<file path="src/rtl/pipeline_hazard_sched.sv">
// pipeline_hazard_sched: stall/flush/freeze scheduler for the 5-stage pipeline.
// Resolves load-use stalls, taken-branch and jump flushes, and freezes the
// whole pipeline while a multi-cycle data-memory access completes.
// The enable/flush/ack outputs are combinational from the state and the
// current inputs; the FSM, the wait counter and the perf counters are
// registered.
// Optional feature: define HAZ_PERF_CNT_EN to build the saturating
// stall/flush/freeze counters. Without it those ports read 0.
//
// state | meaning
// RUN   | normal flow; an access request with MEM_LATENCY>1 freezes
// WAIT  | memory still busy, pipeline frozen, wcnt counts down
// GO    | access completes (mem_ack), pipeline advances, mem_req ignored

module pipeline_hazard_sched #(
    parameter int MEM_LATENCY = 1,
    parameter int CNT_W       = 32
) (
    input  logic             clk,
    input  logic             reset,
    input  logic [4:0]       id_rs,
    input  logic [4:0]       id_rt,
    input  logic             id_uses_rt,
    input  logic             id_jump,
    input  logic             ex_mem_read,
    input  logic [4:0]       ex_dest,
    input  logic             ex_branch_taken,
    input  logic             mem_req,
    output logic             pc_en,
    output logic             if_id_en,
    output logic             if_id_flush,
    output logic             id_ex_en,
    output logic             id_ex_flush,
    output logic             ex_mem_en,
    output logic             mem_wb_en,
    output logic             mem_ack,
    output logic [1:0]       state_o,
    output logic [CNT_W-1:0] stall_cnt,
    output logic [CNT_W-1:0] flush_cnt,
    output logic [CNT_W-1:0] freeze_cnt
);

    typedef enum logic [1:0] {
        ST_RUN  = 2'd0,
        ST_WAIT = 2'd1,
        ST_GO   = 2'd2
    } state_t;

    // Single-cycle RAM never leaves RUN; LAT==2 goes straight to GO.
    localparam bit         MULTI     = (MEM_LATENCY > 1);
    localparam bit         SHORT     = (MEM_LATENCY == 2);
    localparam logic [3:0] WAIT_INIT = (MEM_LATENCY > 2) ? 4'(MEM_LATENCY - 3) : 4'd0;

    state_t     state_q, state_d;
    logic [3:0] wcnt_q, wcnt_d;

    logic freeze;
    logic load_use;
    logic br_evt;
    logic lu_evt;
    logic jmp_evt;

    // Next-state and wait-counter logic for the memory access sequencer.
    always_comb begin
        state_d = state_q;
        wcnt_d  = wcnt_q;
        case (state_q)
            ST_RUN: begin
                if (mem_req && MULTI) begin
                    state_d = SHORT ? ST_GO : ST_WAIT;
                    wcnt_d  = WAIT_INIT;
                end
            end
            ST_WAIT: begin
                if (wcnt_q == 4'd0) begin
                    state_d = ST_GO;
                end else begin
                    wcnt_d = wcnt_q - 4'd1;
                end
            end
            ST_GO:   state_d = ST_RUN;
            default: state_d = ST_RUN;
        endcase
    end

    // FSM state and wait counter; reset abandons any in-flight access.
    always_ff @(posedge clk or negedge reset) begin
        if (!reset) begin
            state_q <= ST_RUN;
            wcnt_q  <= 4'd0;
        end else begin
            state_q <= state_d;
            wcnt_q  <= wcnt_d;
        end
    end

    // Hazard detection; branch beats load-use beats jump, none act while frozen.
    always_comb begin
        freeze   = ((state_q == ST_RUN) && mem_req && MULTI) || (state_q == ST_WAIT);
        load_use = ex_mem_read && (ex_dest != 5'd0) &&
                   ((ex_dest == id_rs) || (id_uses_rt && (ex_dest == id_rt)));
        br_evt   = !freeze && ex_branch_taken;
        lu_evt   = !freeze && !ex_branch_taken && load_use;
        jmp_evt  = !freeze && !ex_branch_taken && !load_use && id_jump;
    end

    // Pipeline control outputs; held at the idle pattern while reset is low.
    always_comb begin
        pc_en       = 1'b1;
        if_id_en    = 1'b1;
        if_id_flush = 1'b0;
        id_ex_en    = 1'b1;
        id_ex_flush = 1'b0;
        ex_mem_en   = 1'b1;
        mem_wb_en   = 1'b1;
        mem_ack     = 1'b0;
        if (reset) begin
            mem_ack = (state_q == ST_GO) || (!MULTI && (state_q == ST_RUN) && mem_req);
            if (freeze) begin
                pc_en     = 1'b0;
                if_id_en  = 1'b0;
                id_ex_en  = 1'b0;
                ex_mem_en = 1'b0;
                mem_wb_en = 1'b0;
            end else if (br_evt) begin
                if_id_flush = 1'b1;
                id_ex_flush = 1'b1;
            end else if (lu_evt) begin
                pc_en       = 1'b0;
                if_id_en    = 1'b0;
                id_ex_flush = 1'b1;
            end else if (jmp_evt) begin
                if_id_flush = 1'b1;
            end
        end
    end

    assign state_o = state_q;

`ifdef HAZ_PERF_CNT_EN
    logic [CNT_W-1:0] stall_cnt_q, stall_cnt_d;
    logic [CNT_W-1:0] flush_cnt_q, flush_cnt_d;
    logic [CNT_W-1:0] freeze_cnt_q, freeze_cnt_d;

    // Saturating event counters; they stick at all-ones instead of wrapping.
    always_comb begin
        stall_cnt_d  = stall_cnt_q;
        flush_cnt_d  = flush_cnt_q;
        freeze_cnt_d = freeze_cnt_q;
        if (lu_evt && (stall_cnt_q != '1)) begin
            stall_cnt_d = stall_cnt_q + CNT_W'(1);
        end
        if ((br_evt || jmp_evt) && (flush_cnt_q != '1)) begin
            flush_cnt_d = flush_cnt_q + CNT_W'(1);
        end
        if (freeze && (freeze_cnt_q != '1)) begin
            freeze_cnt_d = freeze_cnt_q + CNT_W'(1);
        end
    end

    // Counter registers.
    always_ff @(posedge clk or negedge reset) begin
        if (!reset) begin
            stall_cnt_q  <= '0;
            flush_cnt_q  <= '0;
            freeze_cnt_q <= '0;
        end else begin
            stall_cnt_q  <= stall_cnt_d;
            flush_cnt_q  <= flush_cnt_d;
            freeze_cnt_q <= freeze_cnt_d;
        end
    end

    assign stall_cnt  = stall_cnt_q;
    assign flush_cnt  = flush_cnt_q;
    assign freeze_cnt = freeze_cnt_q;
`else
    assign stall_cnt  = '0;
    assign flush_cnt  = '0;
    assign freeze_cnt = '0;
`endif

endmodule

</file>
<file path="config.mk">
export PLATFORM = sky130hd
export DESIGN_NAME = pipeline_hazard_sched
export DESIGN_NICKNAME = d
export VERILOG_FILES = /design/src/rtl/pipeline_hazard_sched.sv
export SDC_FILE = /design/constraint.sdc
export NUM_CORES = 1
export LEC_CHECK = 0
export CAP_MARGIN = 20
export CORE_MARGIN = 5
export CORE_UTILIZATION = 23
export DETAILED_ROUTE_END_ITERATION = 8
export GPL_TIMING_DRIVEN = 0
export PLACE_DENSITY = 0.79
export SYNTH_ARGS = -nofsm -noshare
export SYNTH_HDL_FRONTEND = slang
export SYNTH_SLANG_ARGS = --single-unit
</file>
<file path="constraint.sdc">
create_clock -name clk -period 1.8 [get_ports clk]
set_input_delay 0.45 -clock clk [delete_from_list [all_inputs] [get_ports clk]]
set_output_delay 0.45 -clock clk [all_outputs]
set_load 0.03 [all_outputs]
</file>
==> results.tsv <==
stage	metric	value	unit
power_and_ir_drop	power_leakage	1.07	nW
timing	period_share	1.17	
route	wl_per_cell	7.19	um
timing	final_max_slew_viol_count	0	
floorplanning	coreArea	4000	um^2
place	place.port_buffers	26	
finish	final_nets	279	
route	vias_per_cell	2.66	
finish	stdcell_area	1660	um^2
route	totalWireLength	2.19	mm
finish	instances_no_fill	305	
logic_synthesis	synth_cells	128	
floorplanning	die-area	5480	um^2
global_route	grt_start_max_net_pins	6	
timing	final-hold-violation-count	0	
run_status	violations	setup timing	
critical_path	critPathCaptureType	primary output	
finish	seq_area	0	um^2
logic_synthesis	synth_warnings	0	
global_route	antenna_found_initial	0	
logic_synthesis	syn-mean-instance-area	7.37	um^2
floorplanning	start_util	0.236	
finish	drive_above_1_share	0.459	
floorplanning	die_w	74.0	um
place	gp_congestion	0.637	
timing	timing.setup.tns	-1160	ps
critical_path	worst_setup_path_start_kind	input port	
critical_path	cp.required	1350	ps
floorplanning	die_h	74.0	um
finish	diodes	0	
finish	syn_to_final_growth	75.6	%
timing	final.min_clock_period	2100	ps
global_route	grt_pass1_wl	3.17	mm
timing	fmax	477	MHz
timing	finalWorstSetupSlack	-298	ps
timing	setup_viol	4	
logic_synthesis	netlist_area	943	um^2
route	dr.first_iter.drc_count	1	
place	dpl_cell_area	1650	um^2
route	drc	0	
place	place_hpwl	2.19	mm
run	maxCapViolCount	0	
power_and_ir_drop	power-per-cell-area	340	nW/um^2
floorplanning	ios	128	
floorplanning	num_rows	23	
critical_path	critical_path_class	in -> out	
critical_path	arrival	1650	ps
run_status	outcome	finished with violations	
finish	seq_cell_count	0	
place	place_inst	303	
cts	postCtsHoldBufs	0	
power_and_ir_drop	power	0.563	mW
global_route	gr-total-overflow	0	
route	firstDrtPassIters	2	
logic_synthesis	synth_cell_types	14	
worst_hold_path	hold_path_class	in -> out	
route	antenna_left	0	
timing	grt_setup_unrepaired	true	
global_route	grt_pass1_vias	756	
logic_synthesis	ys_seq_area_frac	0	
finish	nClkBuffers	0	
power_and_ir_drop	ir_drop	0.000107	V
route	via_count	812	
global_route	track_usage	0.0676	
critical_path	cp_max_fo	3	
finish	post-route-util	0.414	
-- cells in the mapped netlist, drive strengths merged --
cell,number,area [um^2]
nand4,2,12.5
o21a,1,7.51
a31o,1,8.76
nand2,2,7.51
conb,2,7.51
o22ai,1,6.26
and2,2,12.5
xnor2,10,87.6
o21ai,1,5.00
or4,1,7.51
inv,1,3.75
buf,102,766
nand3,1,5.00
a31oi,1,6.26
-- metal layers --
metal,vias up,part of all wire,global-route usage
met5,-,0,0
met1,300,0.27,0.0671
met2,65,0.54,0.139
met3,0,0.19,0.0257
li1,447,-,-
met4,0,0,0
-- cells in the final DEF, fill, tap and decap left out --
cell type / instances
buf_4: 103
conb_1: 101
xnor2_1: 10
dlygate4sd2_1: 7
clkdlybuf4s50_1: 6
buf_6: 5
clkdlybuf4s15_1: 4
buf_2: 3
nand2_1: 2
nand4_1: 2
and2_1: 2
nand3_1: 1
o22ai_2: 1
or4_4: 1
o21a_1: 1
a31o_2: 1
inv_1: 1
o21ai_0: 1
a31oi_2: 1
buf_8: 1
clkbuf_4: 1
-- critical path, stage by stage --
cell and delay, ps:
buf_8 90, or4_4 520, o21a_1 220, nand4_1 140, buf_6 110, buf_6 110
-- logic make-up (layout without fill, tap and decap cells) --
group | count (synthesis) | in the layout | synth area share
buffers and inverters | 103 | 131 | 0.816
xor gates and xnor gates | 10 | 10 | 0.0928
and+or+nand+nor | 8 | 8 | 0.0477
AOI/OAI and AO/OA | 5 | 5 | 0.0358
other | 2 | 101 | 0.00796
-- layout make-up --
type,count,area (um^2)
plain buffers,102,769
fillers,419,2340
inverters,1,3.75
multi-input cells,124,562
well taps,50,62.6
repair buffers,28,259
-- worst paths after layout --
path       start          end  slack [ps]  cells past startpoint
min   ex_dest[1]  if_id_flush        1480                      5
max   ex_dest[1]        pc_en        -300                      6
-- power by group --
| part | internal (mW) | leakage [nW] | total, mW | switching (mW) |
|---|---|---|---|---|
| Sequential | 0 | 0 | 0 | 0 |
| Clock | 0 | 0 | 0 | 0 |
| Combinational | 0.211 | 1.07 | 0.563 | 0.351 |
-- what timing repair did --
action                                  4_1_cts  5_1_grt
resized for setup                            65        5
pin swaps                                    19       11
setup buffers                                 2        0
gates cloned                                  0        0
endpoints found under the setup margin        5        4
-- metrics by stage --
step	worst slack, ps	hold slack (ps)
4_1_cts	-315	1490
3_5_place_dp	-1250	2040
2_1_floorplan	-317	1070
6_report	-298	1480
5_1_grt	-346	1530
3_3_place_gp	-1250	2020
No activity file was read; power rests on OpenSTA's default activity.
